$ cat config.mk
export PLATFORM = sky130hd
export DESIGN_NAME = binding_lane_serializer
export DESIGN_NICKNAME = d
export VERILOG_FILES = /design/src/rtl/binding_lane_serializer.sv
export SDC_FILE = /design/constraint.sdc
export NUM_CORES = 1
export LEC_CHECK = 0
export BUFFER_PORTS_ARGS = -buffer_cell sky130_fd_sc_hd__clkbuf_2
export CELL_PAD_IN_SITES_DETAIL_PLACEMENT = 1
export CELL_PAD_IN_SITES_GLOBAL_PLACEMENT = 1
export CORE_UTILIZATION = 44
export DETAILED_ROUTE_END_ITERATION = 7
export GPL_TIMING_DRIVEN = 0
export PLACE_DENSITY = 0.77
export SYNTH_ARGS = -nofsm -noshare
export SYNTH_HDL_FRONTEND = slang
export SYNTH_SLANG_ARGS = --single-unit
$ cat constraint.sdc
create_clock -name clk -period 3.1 [get_ports clk]
set_clock_uncertainty 0.2 [all_clocks]
set_input_delay 0.62 -clock clk [delete_from_list [all_inputs] [get_ports clk]]
set_output_delay 0.62 -clock clk [all_outputs]
set_load 0.1 [all_outputs]
$ cat src/rtl/binding_lane_serializer.sv
`default_nettype none
// ============================================================================
//  Module   : binding_lane_serializer
//  Brief    : Captures NLANES parallel lanes as one snapshot and streams them
//             one lane per beat, followed by a modular-sum checksum beat.
//  Revision : 1.0 - initial release
// ============================================================================
module binding_lane_serializer #(
    parameter int NLANES      = 9,
    parameter int WIDTH       = 8,
    parameter int COUNT_WIDTH = 16
) (
    input  logic                   clk,
    input  logic                   reset,
    input  logic                   io_in_valid,
    output logic                   io_in_ready,
    input  logic [WIDTH-1:0]       io_lane0,
    input  logic [WIDTH-1:0]       io_lane1,
    input  logic [WIDTH-1:0]       io_lane2,
    input  logic [WIDTH-1:0]       io_lane3,
    input  logic [WIDTH-1:0]       io_lane4,
    input  logic [WIDTH-1:0]       io_lane5,
    input  logic [WIDTH-1:0]       io_lane6,
    input  logic [WIDTH-1:0]       io_lane7,
    input  logic [WIDTH-1:0]       io_lane8,
    output logic                   io_out_valid,
    input  logic                   io_out_ready,
    output logic [WIDTH-1:0]       io_out_bits,
    output logic                   io_out_last,
    output logic [COUNT_WIDTH-1:0] io_frame_count
);

    localparam int                 c_IDX_W    = (NLANES > 1) ? $clog2(NLANES) : 1;
    localparam logic [c_IDX_W-1:0] c_LAST_IDX = c_IDX_W'(NLANES - 1);

    localparam logic [1:0] c_IDLE = 2'd0;
    localparam logic [1:0] c_SEND = 2'd1;
    localparam logic [1:0] c_SUM  = 2'd2;

    logic [WIDTH-1:0]       w_lanes [9];
    logic [WIDTH-1:0]       r_snapshot [NLANES];
    logic [WIDTH-1:0]       r_checksum;
    logic [WIDTH-1:0]       w_sum;
    logic [c_IDX_W-1:0]     r_idx;
    logic [c_IDX_W-1:0]     w_idx_inc;
    logic [1:0]             r_state;
    logic [1:0]             w_state_nxt;
    logic                   w_cap;
    logic                   w_acc;
    logic                   r_out_valid;
    logic                   r_out_last;
    logic [WIDTH-1:0]       r_out_bits;
    logic [COUNT_WIDTH-1:0] r_frame_count;
    logic                   w_valid_nxt;
    logic                   w_last_nxt;
    logic [WIDTH-1:0]       w_bits_nxt;

    assign w_lanes[0] = io_lane0;
    assign w_lanes[1] = io_lane1;
    assign w_lanes[2] = io_lane2;
    assign w_lanes[3] = io_lane3;
    assign w_lanes[4] = io_lane4;
    assign w_lanes[5] = io_lane5;
    assign w_lanes[6] = io_lane6;
    assign w_lanes[7] = io_lane7;
    assign w_lanes[8] = io_lane8;

    assign w_cap     = (r_state == c_IDLE) && io_in_valid;
    assign w_acc     = r_out_valid && io_out_ready;
    assign w_idx_inc = r_idx + c_IDX_W'(1);

    // Carry out of the top bit is intentionally discarded.
    always_comb begin
        w_sum = '0;
        for (int i = 0; i < NLANES; i++) begin
            w_sum = w_sum + w_lanes[i];
        end
    end

    always_ff @(posedge clk or negedge reset) begin
        if (!reset) begin
            r_state <= c_IDLE;
        end else begin
            r_state <= w_state_nxt;
        end
    end

    always_comb begin
        w_state_nxt = r_state;
        case (r_state)
            c_IDLE:  if (io_in_valid) w_state_nxt = c_SEND;
            c_SEND:  if (w_acc && (r_idx == c_LAST_IDX)) w_state_nxt = c_SUM;
            c_SUM:   if (w_acc) w_state_nxt = c_IDLE;
            default: w_state_nxt = c_IDLE;
        endcase
    end

    // Outputs are registered, so this computes the value each will take next.
    always_comb begin
        w_valid_nxt = (w_state_nxt != c_IDLE);
        w_last_nxt  = (w_state_nxt == c_SUM);
        w_bits_nxt  = r_out_bits;
        case (r_state)
            c_IDLE:  w_bits_nxt = w_cap ? w_lanes[0] : '0;
            c_SEND:  if (w_acc) w_bits_nxt = (r_idx == c_LAST_IDX) ? r_checksum : r_snapshot[w_idx_inc];
            c_SUM:   if (w_acc) w_bits_nxt = '0;
            default: w_bits_nxt = '0;
        endcase
    end

    always_ff @(posedge clk or negedge reset) begin
        if (!reset) begin
            for (int i = 0; i < NLANES; i++) begin
                r_snapshot[i] <= '0;
            end
            r_checksum    <= '0;
            r_idx         <= '0;
            r_out_valid   <= 1'b0;
            r_out_last    <= 1'b0;
            r_out_bits    <= '0;
            r_frame_count <= '0;
        end else begin
            r_out_valid <= w_valid_nxt;
            r_out_last  <= w_last_nxt;
            r_out_bits  <= w_bits_nxt;
            if (w_cap) begin
                for (int i = 0; i < NLANES; i++) begin
                    r_snapshot[i] <= w_lanes[i];
                end
                r_checksum <= w_sum;
                r_idx      <= '0;
            end else if ((r_state == c_SEND) && w_acc) begin
                r_idx <= (r_idx == c_LAST_IDX) ? '0 : w_idx_inc;
            end
            if ((r_state == c_SUM) && w_acc) begin
                r_frame_count <= r_frame_count + COUNT_WIDTH'(1);
            end
        end
    end

    assign io_in_ready    = (r_state == c_IDLE);
    assign io_out_valid   = r_out_valid;
    assign io_out_last    = r_out_last;
    assign io_out_bits    = r_out_bits;
    assign io_frame_count = r_frame_count;

endmodule
`default_nettype wire

Word-level counts from Yosys, hierarchy flattened --
Cells that the tools add are included.
Storage, ports and cells: register bits 112, output and inout port bits 27, memory bits (writable) 0, logic and storage cells 58, memories 0, memory bits (read-only) 0, input bits 76, bits in latches 0
Operators by class: multiply operators 0, reductions and logical operators 9, add/sub/neg operators 10, multiplexer cells 15, equal/unequal tests 6, div/mod/pow operators 0, order comparisons 1, bitwise gates (word level) 1, shift-type cells 0
Operators by type and width (number):
- adder 8 bit | 8
- 2-to-1 mux 8 bit | 6
- binary-select mux 8 bit (select 4 bit) | 1
- one-hot mux 8 bit (3 select lines) | 1
- adder 16 x 1 -> 16 bit, second input constant | 1
- 2-to-1 mux 4 bit | 3
- 2-to-1 mux 2 bit | 3
- one-hot mux 2 bit (3 select lines) | 1
- greater-or-equal comparator 5 bit, second input constant | 1
- logical AND 1 bit | 5
- inverter 4 -> 5 bit | 1
- adder 4 x 1 -> 4 bit, second input constant | 1
- equality test 2 bit, second input constant | 2
- equality test 4 bit, second input constant | 1
- != test 2 bit, second input constant | 2
- nonzero test 2 bit | 2
- equality test 2 x 1 -> 1 bit, second input constant | 1
- zero test 2 bit | 1
- AND reduction 2 bit | 1

Depth between registers and ports, before layout --
Gate-level depths: netlist (run 1).
depth after elaboration 8, mapped depth 14, depth with buffers taken out 14

Least setup slack after synthesis (run 1) --
OpenSTA, ideal clock, no wires.
kind input-to-reg, from input io_lane0[2], to register r_checksum[6], setup time 132 ps, stages 14, path buffers 0, data required time 2768 ps, path slack -1253 ps, arrival 4021 ps, cells stage by stage inv_1 -> fa_1 -> inv_1 -> fa_1 -> fa_1 -> inv_1 -> fa_1 -> inv_1 -> ha_1 -> fa_1 -> a21o_1 -> a21oi_1 -> xor2_1 -> o21ai_1
On the way: longest elaborated chain between the ends 8
Ends and longest elaborated chain:
- from (decl) | RTL line 17 | input logic [WIDTH-1:0] io_lane0,
- adder 8 bit (8 in series) | RTL line 76 | w_sum = w_sum + w_lanes[i];
- to (signal assigned) | RTL line 130 | r_checksum <= w_sum;
- to (decl) | RTL line 42 | logic [WIDTH-1:0] r_checksum;
No other way between the ends. A chain may end at the register's enable or synchronous reset.

Worst setup path in the final report (run 1) --
from input io_lane0[3], to register r_checksum[6]
The elaborated chain is that of the path after synthesis.

==> results of run 1 <==
registers in the layout, indices dropped and copies added (netlist names):
name            count
r_snapshot         72
io_out_last         1
r_idx               4
io_out_valid        1
r_state             2
io_out_bits         8
io_frame_count     16
r_checksum          8
final cells by class:
cell class / instances / area share [%]
repair buffers: 104 / 7.55
plain buffers: 27 / 1.62
flip-flops and latches: 112 / 36.3
clock inverters: 4 / 0.988
clock buffers: 12 / 3.32
inverters: 65 / 3.32
multi-input cells: 448 / 44.0
well taps: 180 / 2.92
cells by family after synthesis:
| group | Yosys count |
|---|---|
| AO/OA/AOI/OAI | 76 |
| XOR/XNOR | 38 |
| adder cells (fa/ha/maj) | 56 |
| buffers and inverters | 92 |
| flip-flops | 112 |
| multiplexers | 16 |
| AND/OR/NAND/NOR | 262 |
stage by stage:
step | instance area, µm² | setup WS (ns) | power, mW | cells
floorplan | 6480 | -0.967 | 5.26 | 652
global placement | 7210 | -1.34 | 6.19 | 934
detailed placement | 7250 | -1.35 | 6.40 | 935
CTS | 7620 | -0.916 | 7.90 | 951
global route | 7720 | -1.02 | 8.74 | 952
finish | 7720 | -0.929 | 8.17 | 952
layer usage:
metal / vias up / routed length [µm] / global-route usage, % / part of all wire, %
met5: - / 0 / 0 / 0
met3: 24 / 990 / 4.24 / 5.3
met4: 0 / 405 / 10.1 / 2.1
li1: 2312 / - / - / -
met1: 2570 / 7900 / 35.3 / 42
met2: 131 / 9550 / 46.1 / 51
worst paths after layout:
check | depth (start not counted) | start | to
max | 14 | io_lane0[3] | r_checksum[6]
min in group clk | 1 | io_frame_count[15] | io_frame_count[15]
max reg2reg | 11 | r_idx[0] | io_out_bits[5]
max in group asynchronous | 2 | reset | r_snapshot[45]
min | 2 | reset | r_snapshot[59]
min reg2reg | 1 | io_frame_count[15] | io_frame_count[15]
power groups by stage:
stage	registers [mW]	logic, mW	clock network, mW
after floorplan	2.60	2.66	0
after global placement	2.35	3.84	0
after detailed placement	2.39	4.01	0
after CTS	2.36	4.20	1.34
after global routing	2.43	4.92	1.39
final	2.37	4.48	1.32
cells in the mapped netlist, types with 4 or more instances:
cell	number	area share, %
a21oi_1	24	1.9
buf_2	5	0.39
nand2_1	228	13
fa_1	45	14
nor2_1	9	0.52
clkbuf_1	17	0.99
nand4_1	4	0.39
a221o_1	6	0.93
o21ai_1	26	2.0
ha_1	11	2.1
xnor2_1	27	3.7
mux4_1	6	2.4
mux4_2	10	3.5
dfrtp_1	112	43
xor2_1	9	1.2
inv_1	63	3.7
o21ai_0	9	0.70
nand3_1	6	0.47
repair_timing:
item                                    4_1_cts  5_1_grt
buffers inserted                              0        1
resized for setup                             7       28
pin swaps                                    16       13
hold endpoints to repair                      0        0
endpoints found under the setup margin        7        7
==> key figures, run 1 <==
Run status
  – Status: finished, violations left
  – Failing checks: negative setup slack

Logic synthesis
  – Largest family of logic cells by synthesized area: simple AND/OR/NAND/NOR gates
  – Yosys warning count: 0
  – Synthesized area: around 6400 µm²
  – Synth unique cells: 43
  – Post-synthesis async set-or-reset flop share: between 90% and 100%
  – Post-Synth XOR/XNOR Area: 5.40%
  – Post-Syn Nets: around 780
  – Mean area per synthesized cell: between 9 and 10 µm²
  – Seq/Total Area, Yosys: 43.5%
  – Mapped Cells: ~650
  – EDFF count, synth: 0
  – Flops & latches, synth: 112
  – Synth Area in Simple Gates: approximately 17%
  – Mux contribution to synthesized area: under 10%
  – Synth Area in Adders: 16.1%
  – Ys flop type: dfrtp_1
  – Compound-cell area share of the yosys netlist: a little under 7%

Route
  – Routed wire per std cell: ~20 µm
  – Vias: approximately 5,000
  – 1st-pass router iterations: 4
  – Initial detailed-routing violation count: approximately 270
  – Number of routed nets with antenna violations: 0
  – WL final: 18,800 µm
  – DR vias/cell: 5.29
  – DRC Markers: 0

Power and ir drop
  – P_int: between 4 and 5 mW
  – Switching part of the total power: 43.3%
  – Leak: around 3.9 nW
  – Clock share of power: between 15 and 20%
  – Maximum VDD drop: roughly 0.00046 V
  – Power Density: 1060 nW/µm²
  – Comb pwr share: a little over half
  – Psw: about 3.5 mW
  – Sequential power share: 29.0%

STA
  – Endpoints failing setup: 6
  – Endpoints failing hold: 0
  – F_max: between 200 and 250 MHz
  – Worst-margin pin slew: ~0.85 ns
  – Final max-slew violation count: 0
  – RSZ-0062 raised after global routing: yes
  – Period utilization: 130%
  – Final TNS setup: -3.78 ns
  – Max transition margin: 43.4%
  – Fin Hold WS: 0.130 ns
  – Worst setup margin: -0.929 ns
  – Tmin final: ~4 ns

Worst setup path
  – Crit path buffers/inverters: 5
  – CP dominant cell by count: fa_1
  – CP arrival: 4.06 ns
  – Crit path kind: input port to flop
  – Reg-to-reg setup timing slack: around 0.19 ns
  – Crit-path max cell delay: between 0.5 and 0.6 ns
  – Cells along the critical path: buf_2 > inv_2 > fa_1 > inv_2 > fa_1 > fa_1 > inv_1 > fa_1 > inv_2 > fa_2 > a21o_1 > a21oi_2 > xor2_1 > o21ai_1
  – Crit path max fanout: 2
  – CP max-delay cell: fa_1
  – Worst EP required: about 3.1 ns
  – Worst setup EP type: flop
  – Critical path startpoint category: input port
  – Delay-heaviest family, CP: adder cells

Placed design
  – Final Wtd Congestion: between 0.8 and 0.9
  – Port bufs: 102
  – HPWL after DPL: about 14,000 µm

Global route
  – Vias in the first global route: 5,590
  – Total grt overflow: 0
  – Initial antenna violation count: 0
  – First-pass GRT wire length: ~30,000 µm
  – Total GRT Usage: between 20% and 30%
  – Largest net degree at the start of global routing: between 100 and 150

Clock network
  – Clock root buffer: clkbuf_16
  – CTS sink cnt: ~110
  – Cts hold-fix bufs: 0
  – CTS H-tree depth: 3
  – CTS Buffer Depth: 2
  – Worst-path clk slew: approximately 0.07 ns
  – CTS tree: done
  – Worst skew pair latency: 0.36 ns
  – Cts bufs inserted: 9

Floorplanning
  – I/O Pins: approximately 100
  – Core box area: 14,100 µm²
  – Initial Util: ~46%
  – Die Wd: around 120 µm
  – Die height: between 100 and 150 µm
  – Die Area: ~15,000 µm²
  – Num rows: between 40 and 50

Layout
  – Fraction of layout cells with a size suffix above 1: 22.4%
  – Diode count: 0
  – Area occupied by multi-input gates: 3400 µm²
  – Most frequent cells in the layout: 227 x nand2_1, 112 x dfrtp_1, 97 x clkbuf_2
  – P&R area growth vs syn: 19.8%
  – Commonest non-fill, non-tap cell in the layout: nand2_1
  – Final nets: around 900
  – # fillers: approximately 1,600
  – Layout Utilization: a little over half
  – Register area: 2800 µm²

Hold path
  – Worst Hold Class: input port to async pin

Flow run
  – Max Cap Viol: 0
No activity file was read; power rests on OpenSTA's default activity.
==> run 2, diff against run 1 <==
Clock period 3.1 ns to 4.2 ns, I/O delays scaled along.
==> run 2 against run 1 <==
The flow still finishes with violations (negative setup slack). Sequential power is 26% lower. Flip-flop and latch count stayed put. Non-clock buffer count stayed put. Cell area is 1.1% lower. First-iteration DRC count is 8.5% lower. Critical path depth is 1 higher. Setup slack better by 0.88 ns. Hold slack better by 0.14 ns. Utilization is 0.60 points lower. Routed wire length is 1.8% higher. Critical path type unchanged. Largest cell class unchanged.
==> key figures, run 2 (synthesis gave the netlist of run 1 again) <==
Worst setup path
  – Critical Path Sink: r_checksum[6] (unchanged)
  – Crit path max fanout: 2 (unchanged)
  – Critical path startpoint category: input port (unchanged)
  – Worst reg2reg path endpoint: io_out_bits[3] (was io_out_bits[5])
  – CP max-delay cell: fa_1 (unchanged)
  – Crit path kind: input port to flop (unchanged)
  – Worst EP required: 4.23 ns (was 3.13 ns)
  – Worst setup EP type: flop (unchanged)
  – Cells along the critical path: clkbuf_2 > inv_2 > fa_1 > inv_2 > fa_2 > fa_1 > inv_1 > fa_1 > inv_2 > ha_4 > fa_2 > a21o_1 > a21oi_2 > xor2_1 > o21ai_1 (was buf_2 > inv_2 > fa_1 > inv_2 > fa_1 > fa_1 > inv_1 > fa_1 > inv_2 > fa_2 > a21o_1 > a21oi_2 > xor2_1 > o21ai_1)
  – Origin of the critical flop-to-flop path: r_idx[0] (unchanged)
  – Worst Setup SP: io_lane0[2] (was io_lane0[3])
  – Reg-to-reg setup timing slack: 1.07 ns (was 0.19 ns)
  – CP arrival: 4.28 ns (was 4.06 ns)
  – Crit-path max cell delay: 0.53 ns (was 0.59 ns)
  – Worst Reg-to-Reg Cells: 11 (unchanged)

STA
  – Endpoints failing setup: 1 (was 6)
  – Max transition margin: 36.5% (was 43.4%)
  – Tmin final: about 4.3 ns
  – Final max-slew violation count: 0 (unchanged)
  – Final TNS setup: -0.0529 ns (was -3.78 ns)
  – Worst-margin pin slew: 0.952 ns (was 0.849 ns)
  – Fin Hold WS: 0.270 ns (was 0.130 ns)
  – RSZ-0062 raised after global routing: yes (unchanged)
  – Worst setup margin: -0.0529 ns (was -0.929 ns)
  – F_max: about 240 MHz
  – Period utilization: 101%
  – Endpoints failing hold: 0 (unchanged)

Power and ir drop
  – Tot Pwr: 5.83 mW (was 8.17 mW)
  – Power Density: 764 nW/µm² (was 1060 nW/µm²)
  – Leak: 3.88 nW (was 3.92 nW)
  – Maximum VDD drop: 0.000293 V (was 0.000465 V)

Floorplanning
  – I/O Pins: 103 (unchanged)
  – Initial Util: 45.7% (unchanged)
  – Die Area: 15,100 µm² (unchanged)
  – Die height: 123 µm (unchanged)
  – Die Wd: 123 µm (unchanged)
  – Num rows: 43 (unchanged)
  – Core box area: 14,100 µm² (unchanged)

Layout
  – Top reg by flops: r_snapshot (unchanged)
  – P&R area growth vs syn: 18.5% (was 19.8%)
  – Final nets: 899 (unchanged)
  – Max reg flops: 72 (unchanged)
  – # fillers: 1,629 (was 1,643)
  – Most frequent cells in the layout: 228 x nand2_1, 112 x dfrtp_1, 98 x clkbuf_2 (was 227 x nand2_1, 112 x dfrtp_1, 97 x clkbuf_2)
  – Commonest non-fill, non-tap cell in the layout: nand2_1 (unchanged)
  – Fraction of layout cells with a size suffix above 1: 21.6% (was 22.4%)
  – Final std cells w/o fill: 952 (unchanged)
  – Diode count: 0 (unchanged)

Clock network
  – Worst skew pair latency: 0.36 ns (about the same)
  – Clock root buffer: clkbuf_16 (unchanged)
  – CTS tree: done (unchanged)
  – Worst-path clk slew: 0.08 ns (was 0.07 ns)
  – CTS sink cnt: 112 (unchanged)
  – CTS Buffer Depth: 2 (unchanged)
  – CTS H-tree depth: 3 (unchanged)
  – Cts bufs inserted: 9 (unchanged)

Route
  – DR vias/cell: 5.26 (was 5.29)
  – Routed wire per std cell: 20.1 µm (was 19.8 µm)
  – Number of routed nets with antenna violations: 0 (unchanged)
  – Initial detailed-routing violation count: 249 (was 272)
  – DRC Markers: 0 (unchanged)
  – WL final: 19,200 µm (was 18,800 µm)
  – 1st-pass router iterations: 4 (unchanged)
  – Vias: 5,012 (was 5,037)

Global route
  – Total grt overflow: 0 (unchanged)
  – Initial antenna violation count: 0 (unchanged)
  – First-pass GRT wire length: 30,200 µm (was 29,800 µm)
  – Largest net degree at the start of global routing: 113 (unchanged)
  – Vias in the first global route: 5,588 (was 5,590)
  – Total GRT Usage: 27.4% (was 27.2%)

Flow run
  – Max Cap Viol: 0 (unchanged)

Hold path
  – Worst Hold Path Cells: 1
  – Worst Hold Class: flop to flop (was input port to async pin)

Run status
  – Status: finished, violations left (unchanged)
  – Failing checks: negative setup slack (unchanged)

Placed design
  – Final Wtd Congestion: 0.853 (was 0.854)
  – DP Cell Count: 935 (unchanged)
  – Port bufs: 102 (unchanged)
  – HPWL after DPL: 14,400 µm (was 14,300 µm)
==> run 2: cell count changes in the layout (fill, tap and decap cells not counted), moves of 2 or more <==
cell / change
clkinvlp_4: +2
xnor2_1: +2
clkbuf_8: -2
xnor2_2: -2
fa_1: +2
clkinv_2: +2
fa_2: -2
==> run 2: timing repair <==
item / in CTS / in global routing
hold buffers: 0 / 0
endpoints found under the setup margin: 2 / 3
gates cloned: 0 / 0
endpoints found under the hold margin: 0 / 0
resized for setup: 7 / 18
setup buffers: 1 / 0
pin swaps: 11 / 16
==> run 2: worst max-delay path: cells and delay by family <==
family | cells | cell delay [ns]
buffers and inverters | 5 | 0.33
XOR/XNOR | 1 | 0.20
AO/OA/AOI/OAI | 3 | 0.38
adder cells (fa/ha/maj) | 6 | 2.53
==> run 2: metrics by stage <==
| stage | worst slack (ns) | area, µm² | util [%] |
|---|---|---|---|
| 2_1_floorplan | -0.0915 | 6470 | - |
| 3_3_place_gp | -0.471 | 7200 | 51.1 |
| 3_5_place_dp | -0.559 | 7240 | 51.3 |
| 4_1_cts | -0.0889 | 7570 | 53.7 |
| 5_1_grt | -0.141 | 7640 | 54.2 |
| 6_report | -0.0529 | 7640 | 54.2 |
==> run 2: routing by layer <==
layer | GRT usage [%] | up-vias | part of all wire [%]
li1 | - | 2308 | -
met1 | 35.4 | 2554 | 44
met2 | 46.6 | 114 | 49
met3 | 4.15 | 36 | 4.2
met4 | 10.5 | 0 | 2.4
met5 | 0 | - | 0
==> run 2: worst min path at each step <==
stage | slack, ns | to | start
2_1_floorplan | 0.24 | r_snapshot[33] | r_snapshot[33]
3_3_place_gp | 0.25 | r_snapshot[55] | r_snapshot[55]
3_5_place_dp | 0.26 | r_snapshot[39] | r_snapshot[39]
4_1_cts | 0.27 | io_frame_count[15] | io_frame_count[15]
5_1_grt | 0.30 | r_snapshot[34] | r_snapshot[34]
6_report | 0.27 | io_frame_count[15] | io_frame_count[15]
==> run 2: area by class of cell <==
cell class                      instances  area, µm²  share of cell area, %
Buffer                                 27        120                   1.57
Clock buffer                            9        225                   2.95
Clock inverter                          7       71.3                  0.934
Inverter                               65        254                   3.33
Multi-Input combinational cell        448       3360                   44.0
Sequential cell                       112       2800                   36.7
Tap cell                              180        225                   2.95
Timing Repair Buffer                  104        579                   7.58
==> run 2: power breakdown <==
group          internal [mW]  switching (mW)  total [mW]
Combinational           1.28            1.91        3.19
Sequential              1.50           0.253        1.75
Clock                  0.464           0.431       0.894
Total                   3.24            2.59        5.83
==> run 3, diff against run 2 <==
Settings changed: SETUP_SLACK_MARGIN set to 0.3.
==> run 3 against run 2 <==
The flow still finishes with violations (negative setup slack). Largest power group unchanged. Critical path depth did not move. Non-clock buffer count rose by 6. Sequential power barely moved. Routed wire length rose by 1.1%. Sequential share of layout area fell by 0.45 points. Critical endpoint unchanged. Utilization rose by 0.67 points. Combinational power rose by 5%. Total power rose by 4.5%.
==> key figures, run 3 (synthesis gave the netlist of run 1 again) <==
Run status
  – Status: finished, violations left (unchanged)
  – Failing checks: negative setup slack (unchanged)

Clock network
  – CTS sink cnt: 112 (unchanged)
  – Worst-path clk slew: 0.08 ns (about the same)
  – Cts hold-fix bufs: 0 (unchanged)
  – CTS H-tree depth: 3 (unchanged)
  – Clock root buffer: clkbuf_16 (unchanged)
  – Worst skew pair latency: 0.36 ns (about the same)
  – CTS tree: done (unchanged)
  – Cts bufs inserted: 9 (unchanged)
  – CTS Buffer Depth: 2 (unchanged)

Hold path
  – Worst Hold Class: flop to flop (unchanged)

STA
  – RSZ-0062 raised after global routing: yes (unchanged)
  – Endpoints failing hold: 0 (unchanged)
  – Period utilization: 101% (about the same)
  – Max transition margin: 37.9% (was 36.5%)
  – Worst setup margin: -0.0520 ns (was -0.0529 ns)
  – Final max-slew violation count: 0 (unchanged)
  – Worst-margin pin slew: 0.932 ns (was 0.952 ns)
  – F_max: 235 MHz (about the same)
  – Tmin final: 4.25 ns (about the same)
  – Endpoints failing setup: 2 (was 1)
  – Fin Hold WS: 0.274 ns (was 0.270 ns)

Layout
  – # fillers: 1,628 (was 1,629)
  – P&R area growth vs syn: 20.0% (was 18.5%)
  – Commonest non-fill, non-tap cell in the layout: nand2_1 (unchanged)
  – Final instance area: 7730 µm² (was 7640 µm²)
  – Diode count: 0 (unchanged)
  – Max reg flops: 72 (unchanged)
  – Fraction of layout cells with a size suffix above 1: 22.2% (was 21.6%)
  – Most frequent cells in the layout: 228 x nand2_1, 112 x dfrtp_1, 99 x clkbuf_2 (was 228 x nand2_1, 112 x dfrtp_1, 98 x clkbuf_2)
  – Final std cells w/o fill: 958 (was 952)
  – Top reg by flops: r_snapshot (unchanged)
  – Final nets: 905 (was 899)

Route
  – WL final: 19,400 µm (was 19,200 µm)
  – Number of routed nets with antenna violations: 0 (unchanged)
  – Vias: 5,110 (was 5,012)
  – 1st-pass router iterations: 4 (unchanged)
  – DR vias/cell: 5.33 (was 5.26)
  – Initial detailed-routing violation count: 307 (was 249)
  – DRC Markers: 0 (unchanged)
  – Routed wire per std cell: 20.2 µm (was 20.1 µm)

Floorplanning
  – Die Area: 15,100 µm² (unchanged)
  – Initial Util: 45.7% (unchanged)
  – Core box area: 14,100 µm² (unchanged)
  – Num rows: 43 (unchanged)
  – Die Wd: 123 µm (unchanged)
  – I/O Pins: 103 (unchanged)
  – Die height: 123 µm (unchanged)

Worst setup path
  – Reg-to-reg setup timing slack: 1.09 ns (was 1.07 ns)
  – Worst setup EP type: flop (unchanged)
  – CP arrival: 4.29 ns (was 4.28 ns)
  – CP dominant cell by count: fa_1
  – Crit path kind: input port to flop (unchanged)
  – Crit path max fanout: 2 (unchanged)
  – Worst EP required: 4.23 ns (about the same)
  – Cells along the critical path: buf_8 > inv_8 > fa_1 > inv_2 > fa_1 > fa_1 > inv_1 > fa_1 > inv_2 > ha_4 > fa_2 > a21o_1 > a21oi_2 > xor2_1 > o21ai_1 (was clkbuf_2 > inv_2 > fa_1 > inv_2 > fa_2 > fa_1 > inv_1 > fa_1 > inv_2 > ha_4 > fa_2 > a21o_1 > a21oi_2 > xor2_1 > o21ai_1)
  – Critical path startpoint category: input port (unchanged)
  – Crit-path max cell delay: 0.56 ns (was 0.53 ns)
  – CP max-delay cell: fa_1 (unchanged)

Placed design
  – DP Cell Count: 935 (unchanged)
  – Place WS: -0.509 ns (was -0.559 ns)
  – HPWL after DPL: 14,300 µm (was 14,400 µm)
  – Final Wtd Congestion: 0.850 (was 0.853)
  – Port bufs: 102 (unchanged)
  – Area post-placement: 7240 µm² (unchanged)

Flow run
  – Max Cap Viol: 0 (unchanged)

Power and ir drop
  – Switching part of the total power: 44.1% (was 44.4%)
  – Leak: 3.94 nW (was 3.88 nW)
  – Power Density: 789 nW/µm² (was 764 nW/µm²)
  – Tot Pwr: 6.10 mW (was 5.83 mW)
  – Maximum VDD drop: 0.000296 V (was 0.000293 V)
  – Psw: 2.69 mW (was 2.59 mW)
  – Comb pwr share: 55.1% (was 54.7%)
  – P_int: 3.41 mW (was 3.24 mW)
  – Clock share of power: 16.0% (was 15.3%)
  – Sequential power share: 28.8% (was 30.0%)

Global route
  – Largest net degree at the start of global routing: 113 (unchanged)
  – Total grt overflow: 0 (unchanged)
  – Total GRT Usage: 28.1% (was 27.4%)
  – Vias in the first global route: 5,608 (was 5,588)
  – First-pass GRT wire length: 30,800 µm (was 30,200 µm)
  – Initial antenna violation count: 0 (unchanged)
run 3: changes by cell type in the layout (fill, tap and decap cells not counted), sizes merged:
cell / previous run / this run
clkinvlp: 3 / 0
inv: 64 / 66
bufinv: 1 / 2
clkbuf: 125 / 126
buf: 15 / 20
run 3: critical path, delay by kind of cell:
kind                       cells  cell delay [ns]
xor gates and xnor gates       1             0.19
buffers and inverters          5             0.26
AOI/OAI and AO/OA              3             0.40
adders and majority gates      6             2.60
run 3: power groups by stage:
stage / Combinational (mW) / Sequential, mW / Clock, mW
after global placement: 2.84 / 1.73 / 0
after detailed placement: 2.97 / 1.76 / 0
after CTS: 3.17 / 1.75 / 0.985
final: 3.36 / 1.76 / 0.976
after global routing: 3.66 / 1.80 / 1.02
after floorplan: 1.94 / 1.92 / 0
run 3: per-layer routing:
metal  share of wire, %  vias up  GRT usage (%)  wire, µm
met1                 43     2639           36.7      8350
met2                 51      136           48.2      9860
met4                2.1        0           9.86       403
met3                4.0       24           3.55       781
li1                   -     2311              -         -
met5                  0        -              0         0
run 3: cell type report:
type	count	area, µm²	area share, %
multi-input combinational	448	3370	43.6
sequential	112	2800	36.2
timing repair buffer	110	634	8.20
inverter	65	254	3.28
clock buffer	9	225	2.91
tap	180	225	2.91
buffer	27	120	1.55
clock inverter	7	100	1.29
run 3: metrics by stage:
step / util, % / setup TNS, ns
after floorplan: - / -0.0909
after global placement: 51.1 / -1.40
after detailed placement: 51.3 / -1.64
after CTS: 54.5 / -0.0377
after global routing: 54.9 / -0.282
final: 54.9 / -0.0785
run 3: repair_timing:
| action | 4_1_cts | 5_1_grt |
|---|---|---|
| gates resized for setup | 13 | 16 |
| setup endpoints to repair | 5 | 5 |
| pin swaps | 8 | 9 |
| buffers inserted | 6 | 1 |
run 3: final timing paths:
kind,start,endpoint,cells after the start
max,io_lane2[2],r_checksum[6],15
min,r_snapshot[39],r_snapshot[39],2
max reg2reg,r_idx[0],io_out_bits[0],10
min reg2reg,r_snapshot[39],r_snapshot[39],2
max in group asynchronous,reset,r_snapshot[48],2
min in group asynchronous,reset,r_snapshot[50],2
